$ cat config.mk
export PLATFORM = sky130hd
export DESIGN_NAME = conv_dot_engine
export DESIGN_NICKNAME = d
export VERILOG_FILES = /design/src/rtl/conv_dot_engine.sv
export SDC_FILE = /design/constraint.sdc
export NUM_CORES = 1
export LEC_CHECK = 0
export ABC_AREA = 0
export CORE_ASPECT_RATIO = 1.1
export CORE_MARGIN = 4
export CORE_UTILIZATION = 59
export CTS_CLUSTER_SIZE = 25
export DETAILED_ROUTE_END_ITERATION = 8
export HOLD_SLACK_MARGIN = 0.12
export PLACE_DENSITY = 0.88
export SYNTH_ARGS = -nofsm -noshare
export SYNTH_HDL_FRONTEND = slang
export SYNTH_SLANG_ARGS = --single-unit
$ cat constraint.sdc
create_clock -name clk -period 11 [get_ports clk]
set_input_delay 1.65 -clock clk [delete_from_list [all_inputs] [get_ports clk]]
set_output_delay 1.65 -clock clk [all_outputs]
set_load 0.02 [all_outputs]
$ cat src/rtl/conv_dot_engine.sv
// Time-multiplexed 1-D convolution engine: snapshots X/F on start, then emits
// y[j] = sum_i x[j+i]*f[i] for every valid j on a valid/ready stream.
module conv_dot_engine #(
    parameter int WIDTH    = 16,
    parameter int XSIZE    = 8,
    parameter int FSIZE    = 4,
    parameter int LOGFSIZE = 2,
    parameter int OWIDTH   = 2*WIDTH+LOGFSIZE
) (
    input  logic                     clk,
    input  logic                     reset_n,
    input  logic                     start,
    input  logic signed [WIDTH-1:0]  x_vec [XSIZE],
    input  logic signed [WIDTH-1:0]  f_vec [FSIZE],
    output logic                     busy,
    output logic signed [OWIDTH-1:0] m_data,
    output logic                     m_valid,
    input  logic                     m_ready,
    output logic                     done
);
    localparam int XW = (XSIZE > 1) ? $clog2(XSIZE) : 1;
    localparam int PW = 2*WIDTH;
    localparam logic [XW-1:0]       J_LAST = XW'(XSIZE-FSIZE);
    localparam logic [LOGFSIZE-1:0] I_LAST = LOGFSIZE'(FSIZE-1);

    typedef enum logic [1:0] {IDLE, MAC, OUT} state_t;
    state_t state, state_next;

    logic signed [WIDTH-1:0]  x_snap [XSIZE];
    logic signed [WIDTH-1:0]  f_snap [FSIZE];
    logic [XW-1:0]            j;
    logic [LOGFSIZE-1:0]      i;
    logic [XW-1:0]            x_idx;
    logic                     issuing;
    logic                     prod_valid;
    logic                     prod_first;
    logic                     prod_last;
    logic signed [PW-1:0]     prod;
    logic signed [OWIDTH-1:0] prod_ext;
    logic signed [OWIDTH-1:0] acc;
    logic signed [OWIDTH-1:0] acc_next;
    logic                     last_result;

    assign last_result = (j == J_LAST);
    assign x_idx       = j + XW'(i);
    assign prod_ext    = {{(OWIDTH-PW){prod[PW-1]}}, prod};
    // First tap of each output loads instead of adding, so no clear cycle is needed.
    assign acc_next    = prod_first ? prod_ext : acc + prod_ext;
    assign busy        = (state != IDLE);
    assign m_valid     = (state == OUT);

    always_ff @(posedge clk or negedge reset_n) begin
        if (!reset_n) begin
            state <= IDLE;
        end else begin
            state <= state_next;
        end
    end

    always_comb begin
        state_next = state;
        case (state)
            IDLE:    if (start) state_next = MAC;
            MAC:     if (prod_valid && prod_last) state_next = OUT;
            OUT:     if (m_ready) state_next = last_result ? IDLE : MAC;
            default: state_next = IDLE;
        endcase
    end

    always_ff @(posedge clk or negedge reset_n) begin
        if (!reset_n) begin
            for (int unsigned k = 0; k < XSIZE; k++) x_snap[k] <= '0;
            for (int unsigned k = 0; k < FSIZE; k++) f_snap[k] <= '0;
            j          <= '0;
            i          <= '0;
            issuing    <= 1'b0;
            prod_valid <= 1'b0;
            prod_first <= 1'b0;
            prod_last  <= 1'b0;
            prod       <= '0;
            acc        <= '0;
            m_data     <= '0;
            done       <= 1'b0;
        end else begin
            done       <= 1'b0;
            prod_valid <= 1'b0;
            case (state)
                IDLE: begin
                    if (start) begin
                        // Stored in load order: x_snap[k] is sample k.
                        for (int unsigned k = 0; k < XSIZE; k++) x_snap[k] <= x_vec[XSIZE-1-k];
                        for (int unsigned k = 0; k < FSIZE; k++) f_snap[k] <= f_vec[FSIZE-1-k];
                        j       <= '0;
                        i       <= '0;
                        issuing <= 1'b1;
                    end
                end
                MAC: begin
                    if (issuing) begin
                        prod       <= PW'(x_snap[x_idx]) * PW'(f_snap[i]);
                        prod_first <= (i == '0);
                        prod_last  <= (i == I_LAST);
                        prod_valid <= 1'b1;
                        if (i == I_LAST) begin
                            issuing <= 1'b0;
                        end else begin
                            i <= i + LOGFSIZE'(1);
                        end
                    end
                    if (prod_valid) begin
                        acc <= acc_next;
                        if (prod_last) m_data <= acc_next;
                    end
                end
                OUT: begin
                    if (m_ready) begin
                        if (last_result) begin
                            done <= 1'b1;
                        end else begin
                            j       <= j + XW'(1);
                            i       <= '0;
                            issuing <= 1'b1;
                        end
                    end
                end
                default: ;
            endcase
        end
    end
endmodule

==> impl_metrics.csv, run 1 <==
group,metric,value,unit
hold_path,hold_class,"flop to flop",
cells_and_area,nets,3099,
drt,drt_iter0_markers,1182,
timing,fmax,103,MHz
cells_and_area,fin_cells,3099,
die,chipWidth,203,um
drt,wire_per_inst,21.0,um
synth,ys_types,77,
timing,final-max-slew-violation-count,0,
synth,yosys_warnings,0,
global_route,grt_pass1_wl,105,mm
drt,drt_wl_total,64.9,mm
clock_network,clk_root_buffer_cell,"clkbuf_16",
global_route,grt_antenna_before_repair,2,
synth,ys_seq_area_frac,0.309,
clock_network,cts_buffer_depth,3,
clock_network,cts_num_sinks,304,
cells_and_area,area_delta_synth_final,16.1,%
synth,synthAdderAreaFrac,0.275,
synth,synth-edff-count,0,
critical_path,required,11.44,ns
cells_and_area,layout_commonest_cell,"inv_1",
timing,setup_slack,1.33,ns
critical_path,critPathMaxFanout,27,
timing,slew-limit-headroom,0.228,
critical_path,cp-end-kind,"flop",
global_route,grt_pass1_vias,19800,
critical_path,arrival,10.10,ns
clock_network,cts.repair.resized,0,
synth,ys.flop_type,"dfrtp_1",
timing,clock-skew-final,0.0273,ns
placed_design,dp.cells,3043,
critical_path,reg2reg_depth,23,
drt,drc,0,
clock_network,cts_tree,"done",
synth,syn_inst,2327,
cells_and_area,drive_gt1_frac,0.144,
drt,final_antenna_net_count,0,
drt,vias,18000,
clock_network,cts_buffers,34,
die,placement_rows,78,
hold_path,min_path_cells,2,
timing,hold_viol_final,0,
critical_path,path_class,"flop to flop",
critical_path,worst_setup_path_start_kind,"flop",
placed_design,preCtsSetupSlack,1.55,ns
die,io_pins,233,
synth,synth_compound_area_frac,0.0818,
timing,period_needed,9.67,ns
timing,rsz0062_at_grt,"no",
clock_network,clk_pin_slew_worst_paths,0.06,ns
placed_design,placed_area,27400,um2
synth,ys_ff_latch,304,
synth,synth-async-reset-ratio,1.00,
die,dieHeight,222,um
timing,fin_crit_sh,0.879,
cells_and_area,fin_area,28600,um2
global_route,grt_overflow_total,0,
status,status,"completed",
synth,synth-xor-area-share,0.0199,
cells_and_area,most-common-layout-cells,"inv_1 (334), dfrtp_1 (303), fa_1 (263)",
synth,avgSynthCellArea,10.6,um2
synth,syn_nets,2907,
synth,synth_mux_area_frac,0.146,
clock_network,cts_setup_buffers,0,
cells_and_area,n_antenna_cell,0,
global_route,grt_max_degree,183,
job,drv_cap,0,
synth,synth_top_family_by_area,"adder cells",
clock_network,ctsHtreeMaxLevel,2,
drt,via_per_inst,5.82,
drt,first_pass_iters,6,
die,start_util,0.597,
placed_design,io_buffers,232,
placed_design,dpl.hpwl,49.2,mm
global_route,grt_use_total,0.292,
clock_network,insertion_delay,0.58,ns
timing,tightest_slew,1.16,ns
die,die_area,45100,um2
placed_design,gp_congestion,0.966,
timing,tns,0,ns
die,design.core.area,41300,um2
timing,setup_viol,0,
clock_network,hold_buffers,0,
synth,yosys.area_share.simple,0.0989,
synth,syn-cell-area,24600,um2
[worst max-delay path: stages, from the launching register on]
cell and delay [ns]:
dfrtp_1 0.78, inv_1 0.45, fa_2 1.30, mux4_2 0.61, mux2i_1 0.78, nor2_1 0.17, fa_1 0.60, fa_1 0.45
fa_1 0.53, fa_1 0.43, fa_1 0.49, inv_1 0.05, fa_1 0.47, inv_1 0.04, ha_1 0.32, and3_1 0.22
a221oi_1 0.36, nand2_1 0.08, a31oi_1 0.17, o31a_1 0.29, o21ai_1 0.17, a311oi_2 0.40, nor4_1 0.10, a211o_1 0.24
[metrics by stage]
| step | util | hold WS (ns) |
|---|---|---|
| floorplan | - | 0.452 |
| global placement | 0.665 | 0.461 |
| detailed placement | 0.665 | 0.469 |
| CTS | 0.693 | 0.481 |
| global route | 0.693 | 0.500 |
| finish | 0.693 | 0.473 |
[layer usage]
layer / track usage / share of wire
met1: 0.366 / 0.39
met5: 0 / 0
met4: 0.123 / 0.047
met2: 0.498 / 0.49
met3: 0.0558 / 0.073
[cells in the mapped netlist (18+ instances only)]
cell,n,area share
a21o_1,33,0.010
a21oi_1,62,0.013
clkbuf_1,76,0.012
dfrtp_1,304,0.31
fa_1,264,0.21
ha_1,120,0.061
inv_1,334,0.051
mux2_2,215,0.098
mux2i_1,33,0.013
mux4_2,38,0.035
nand2_1,241,0.037
nand2b_1,29,0.0074
nor2_1,138,0.021
nor2b_1,44,0.011
o21a_1,18,0.0055
o21ai_0,120,0.024
xnor2_1,31,0.011
xor2_1,25,0.0089
[state kept, by name (all words and copies together) (netlist names)]
register,count
x_snap,128
f_snap,64
acc,34
m_data,34
prod,32
j,3
i,2
state,2
done,1
issuing,1
prod_first,1
prod_last,1
prod_valid,1
[kinds of logic (layout without fill, tap and decap cells)]
family	count (synthesis)	in the layout
muxes	286	286
xor gates and xnor gates	56	56
adders and majority gates	384	384
and+or+nand+nor	542	542
AOI/OAI and AO/OA	322	322
DFF	304	304
buffers and inverters	433	645
[worst paths after layout]
kind                                              from                     end  slack (ns)
worst max register to register        i[1]$_DFFE_PN0P_    prod[30]$_DFFE_PN0P_        1.33
max in group asynchronous                      reset_n  f_snap[42]$_DFFE_PN0P_        8.26
worst min register to register  m_data[19]$_DFFE_PN0P_  m_data[19]$_DFFE_PN0P_        0.47
min in group asynchronous                      reset_n   m_data[7]$_DFFE_PN0P_        1.19
worst min-delay path            m_data[19]$_DFFE_PN0P_  m_data[19]$_DFFE_PN0P_        0.47
worst max-delay path                  i[1]$_DFFE_PN0P_    prod[30]$_DFFE_PN0P_        1.33
[final cells by class]
type / instances / area (um2)
clock buffer: 45 / 972
clock inverter: 11 / 206
fill: 2879 / 12700
inverter: 335 / 1260
multi-input combinational: 1590 / 15400
sequential: 304 / 7610
tap: 560 / 701
timing repair buffer: 254 / 2500
Power of run 1 is left out: the tool's default activity adds up to more than one toggle a clock period on the data nets, which glitch-free logic cannot reach.
==> run 2: changes to the inputs <==
CORE_MARGIN = 3   (was 4)
==> impl_metrics.csv, run 2 (same netlist as run 1, synthesis figures left out) <==
group,metric,value,unit
cells_and_area,top_register,"x_snap",
cells_and_area,layout_commonest_cell,"inv_1",
timing,fin_crit_sh,0.886,
cells_and_area,nets,3102,
clock_network,cts.repair.resized,0,
cells_and_area,largest_reg_flops,128,
drt,drt_iter0_markers,1106,
drt,drc,0,
clock_network,cts_tree,"done",
drt,vias,17900,
status,status,"completed",
cells_and_area,top_regs,"x_snap (128), f_snap (64)",
die,dieHeight,220,um
timing,setup_viol,0,
timing,period_needed,9.74,ns
global_route,grt_use_total,0.293,
critical_path,critPathMaxFanout,19,
die,start_util,0.605,
clock_network,clk_root_buffer_cell,"clkbuf_16",
global_route,grt_overflow_total,0,
die,die_area,44300,um2
timing,tns,0,ns
drt,wire_per_inst,20.4,um
die,placement_rows,77,
cells_and_area,drive_gt1_frac,0.146,
global_route,grt_antenna_before_repair,4,
die,chipWidth,201,um
die,io_pins,233,
global_route,grt_pass1_vias,19700,
placed_design,dpl.hpwl,49.0,mm
clock_network,clk_pin_slew_worst_paths,0.06,ns
cells_and_area,n_antenna_cell,0,
timing,rsz0062_at_grt,"no",
clock_network,ctsHtreeMaxLevel,2,
hold_path,hold_class,"flop to flop",
die,design.core.area,40800,um2
drt,final_antenna_net_count,0,
timing,clock-skew-final,0.0252,ns
clock_network,insertion_delay,0.56,ns
critical_path,worst_setup_path_start_kind,"flop",
timing,final-max-slew-violation-count,0,
job,drv_cap,0,
drt,first_pass_iters,7,
clock_network,cts_buffers,36,
critical_path,cp-end-kind,"flop",
drt,drt_wl_total,63.3,mm
clock_network,cts_num_sinks,304,
clock_network,hold_buffers,0,
timing,hold_viol_final,0,
placed_design,gp_congestion,0.967,
critical_path,arrival,10.17,ns
global_route,grt_max_degree,127,
placed_design,io_buffers,232,
timing,tightest_slew,1.14,ns
clock_network,cts_buffer_depth,3,
clock_network,cts_setup_buffers,0,
critical_path,path_class,"flop to flop",
cells_and_area,most-common-layout-cells,"inv_1 (334), dfrtp_1 (303), fa_1 (263)",
timing,slew-limit-headroom,0.237,
cells_and_area,area_delta_synth_final,16.1,%
timing,fmax,103,MHz
critical_path,required,11.43,ns
global_route,grt_pass1_wl,104,mm
drt,via_per_inst,5.78,
run 2: cell count changes in the layout (fill, tap and decap cells not counted), moves of 2 or more:
cell / previous run / this run
clkinv_2: 1 / 7
clkbuf_1: 3 / 7
buf_4: 21 / 23
bufinv_16: 4 / 2
clkbuf_16: 34 / 36
clkbuf_8: 8 / 6
inv_6: 1 / 3
run 2: area by class of cell:
type                            count  area, um2
Multi-Input combinational cell   1590      15400
Fill cell                        2791      12100
Sequential cell                   304       7610
Timing Repair Buffer              255       2500
Inverter                          335       1260
Clock buffer                       49       1010
Tap cell                          553        692
Clock inverter                     17        184
run 2: through the flow:
stage	setup slack (ns)	instance area (um2)	cells	hold slack [ns]	utilization
floorplan	2.41	24600	2327	0.452	-
global placement	1.63	27400	3037	0.461	0.673
detailed placement	1.34	27400	3037	0.470	0.673
CTS	1.26	28600	3103	0.483	0.702
global route	0.746	28600	3103	0.508	0.702
finish	1.26	28600	3103	0.477	0.702
run 2: worst paths after layout:
kind | cells after the start | slack [ns] | startpoint | endpoint
max | 24 | 1.26 | i[1]$_DFFE_PN0P_ | prod[30]$_DFFE_PN0P_
min | 2 | 0.48 | m_data[4]$_DFFE_PN0P_ | m_data[4]$_DFFE_PN0P_
max reg2reg | 24 | 1.26 | i[1]$_DFFE_PN0P_ | prod[30]$_DFFE_PN0P_
min reg2reg | 2 | 0.48 | m_data[4]$_DFFE_PN0P_ | m_data[4]$_DFFE_PN0P_
max in group asynchronous | 3 | 7.67 | reset_n | f_snap[35]$_DFFE_PN0P_
min in group asynchronous | 1 | 1.19 | reset_n | m_data[9]$_DFFE_PN0P_
run 2: layer usage:
metal | share of wire | up-vias | global-route usage
li1 | - | 8013 | -
met1 | 0.38 | 8994 | 0.352
met2 | 0.50 | 727 | 0.512
met3 | 0.081 | 184 | 0.0749
met4 | 0.037 | 8 | 0.117
met5 | 0.00085 | - | 0
run 2: critical path, cell delays in order (launching register included):
cell	delay (ns)
dfrtp_1	0.75
inv_1	0.43
fa_2	1.15
buf_4	0.39
mux4_2	0.59
mux2i_1	0.72
nor2_1	0.15
fa_1	0.53
inv_1	0.05
fa_1	0.47
fa_1	0.51
fa_1	0.46
fa_1	0.43
fa_1	0.51
inv_1	0.04
ha_1	0.36
a21o_1	0.20
a221oi_1	0.37
nand2_1	0.08
a31oi_1	0.16
o31a_1	0.28
o21ai_1	0.19
a311oi_2	0.40
nor4_1	0.10
a211o_1	0.26
Power of run 2 is left out for the same reason.
==> run 3: changes to the inputs <==
ABC_AREA = 1   (was 0)
CORE_ASPECT_RATIO = 0.7   (was 1.1)
CORE_UTILIZATION = 60   (was 59)
PLACE_DENSITY = 0.89   (was 0.88)
==> impl_metrics.csv, run 3 <==
group,metric,value,unit
status,status,"completed",
critical_path,worst_setup_path_start_kind,"flop",
clock_network,clk_pin_slew_worst_paths,0.07,ns
clock_network,cts_buffers,34,
clock_network,cts_setup_buffers,0,
global_route,grt_pass1_wl,128,mm
drt,drt_iter0_markers,2237,
clock_network,clk_root_buffer_cell,"clkbuf_16",
synth,synthDominantCellAreaShare,0.291,
timing,hold_viol_final,0,
critical_path,worst_path_most_repeated_cell,"fa_1",
cells_and_area,drive_gt1_frac,0.124,
die,io_pins,233,
clock_network,cts_num_sinks,304,
global_route,grt_max_degree,206,
cells_and_area,largest_reg_flops,128,
timing,fmax,107,MHz
critical_path,critPathMaxFanout,60,
timing,fin_crit_sh,0.850,
cells_and_area,top_regs,"x_snap (128), f_snap (64)",
cells_and_area,nets,3779,
placed_design,dpl.hpwl,62.2,mm
clock_network,cts_buffer_depth,3,
synth,avgSynthCellArea,8.68,um2
die,dieHeight,181,um
timing,rsz0062_at_grt,"no",
clock_network,cts_tree,"done",
drt,vias,22100,
synth,ys.flop_type,"dfrtp_1",
die,die_area,46200,um2
synth,ys_ff_latch,304,
synth,synth_area_leaders,"dfrtp_1 (29%), fa_1 (20%), nand2_1 (11%)",
drt,via_per_inst,5.80,
die,design.core.area,42700,um2
synth,synth-async-reset-ratio,1.00,
global_route,grt_antenna_before_repair,6,
cells_and_area,top_register,"x_snap",
drt,drc,0,
drt,wire_per_inst,21.2,um
cells_and_area,fin_area,30100,um2
cells_and_area,layout_commonest_cell,"nand2_1",
timing,tightest_slew,1.34,ns
clock_network,ctsHtreeMaxLevel,2,
critical_path,path_class,"flop to flop",
timing,tns,0,ns
drt,drt_wl_total,80.9,mm
hold_path,hold_class,"flop to flop",
global_route,grt_use_total,0.356,
cells_and_area,fillCellCount,3221,
timing,final-max-slew-violation-count,0,
synth,ys_seq_area_frac,0.291,
synth,synth-edff-count,0,
critical_path,required,11.43,ns
global_route,grt_pass1_vias,23000,
critical_path,cp_top_family,"adder cells",
timing,setup_viol,0,
critical_path,cpMaxStageDelayCell,"dfrtp_1",
synth,ys_types,53,
synth,synth_commonest_cells,"nand2_1 (761), inv_1 (459), dfrtp_1 (304), fa_1 (264), nor2_1 (240)",
timing,clock-skew-final,0.0229,ns
synth,synth_most_common_cell,"nand2_1",
cells_and_area,most-common-layout-cells,"nand2_1 (760), inv_1 (459), dfrtp_1 (304)",
drt,first_pass_iters,6,
placed_design,gp_congestion,1.05,
critical_path,cp-end-kind,"flop",
job,drv_cap,0,
synth,syn-cell-area,26200,um2
synth,syn_nets,3596,
synth,synth_top_area_cell,"dfrtp_1",
cells_and_area,area_delta_synth_final,14.8,%
clock_network,cts.repair.resized,0,
critical_path,cp_slowest_stage_delay,0.92,ns
synth,yosys_warnings,0,
clock_network,hold_buffers,0,
placed_design,io_buffers,232,
timing,period_needed,9.35,ns
die,chipWidth,256,um
placed_design,placed_area,28800,um2
die,start_util,0.613,
global_route,grt_overflow_total,0,
synth,syn_inst,3016,
drt,final_antenna_net_count,0,
critical_path,arrival,9.78,ns
timing,slew-limit-headroom,0.109,
critical_path,critical_path_buf_inv_count,6,
die,placement_rows,63,
clock_network,insertion_delay,0.55,ns
[run 3: kinds of logic after synthesis]
group,count (synthesis),share of synthesized area
buffers and inverters,585,0.0910
and+or+nand+nor,1242,0.198
muxes,179,0.0770
DFF,304,0.291
xor gates and xnor gates,26,0.00899
adders and majority gates,384,0.259
AOI/OAI and AO/OA,296,0.0752
[run 3: area by class of cell]
cell class              instances  area, um2  area share
repair buffers                248       2460      0.0819
flip-flops and latches        304       7610       0.253
diodes                          4       10.0    0.000333
well taps                     585        732      0.0244
inverters                     484       1820      0.0606
multi-input cells            2127      16200       0.539
clock inverters                16        245     0.00816
clock buffers                  46        976      0.0325
[run 3: metrics by stage]
step           setup slack (ns)  utilization  hold slack, ns  cells
3_3_place_gp               2.00        0.675           0.457   3748
2_1_floorplan              3.90            -           0.446   3016
6_report                   1.65        0.703           0.475   3814
3_5_place_dp               1.85        0.675           0.464   3748
4_1_cts                    1.81        0.703           0.481   3810
5_1_grt                    1.01        0.703           0.506   3814
[run 3: routing by layer]
| layer | part of all wire | track usage |
|---|---|---|
| met4 | 0.032 | 0.103 |
| met1 | 0.42 | 0.506 |
| met2 | 0.43 | 0.536 |
| met3 | 0.11 | 0.102 |
| met5 | 0 | 0 |
[run 3: worst register-to-register path: stages (launching register included)]
cell	delay [ns]
dfrtp_1	0.92
ha_2	0.31
inv_1	0.05
fa_1	0.51
inv_2	0.79
a21oi_1	0.11
a32o_1	0.28
nand2_1	0.06
nand2_1	0.47
inv_1	0.48
nand2_1	0.14
fa_1	0.53
fa_1	0.52
fa_1	0.52
inv_1	0.06
fa_1	0.51
fa_1	0.50
inv_1	0.05
fa_1	0.47
inv_1	0.04
ha_1	0.33
a21oi_1	0.27
o21ai_0	0.25
a21oi_1	0.39
nand3_1	0.22
or2_2	0.32
nand3_1	0.07
nand2_1	0.05
[run 3: path summary, 6_finish.rpt]
check                      cells after the start  slack, ns                  start                endpoint
setup / recovery                              27       1.65       i[0]$_DFFE_PN0P_    prod[22]$_DFFE_PN0P_
hold / removal                                 2       0.47  m_data[7]$_DFFE_PN0P_   m_data[7]$_DFFE_PN0P_
setup reg to reg                              27       1.65       i[0]$_DFFE_PN0P_    prod[22]$_DFFE_PN0P_
hold reg to reg                                2       0.47  m_data[7]$_DFFE_PN0P_   m_data[7]$_DFFE_PN0P_
max in group asynchronous                      3       7.48                reset_n  f_snap[48]$_DFFE_PN0P_
min in group asynchronous                      1       1.14                reset_n     acc[13]$_DFFE_PN0P_
Power of run 3 is left out for the same reason.
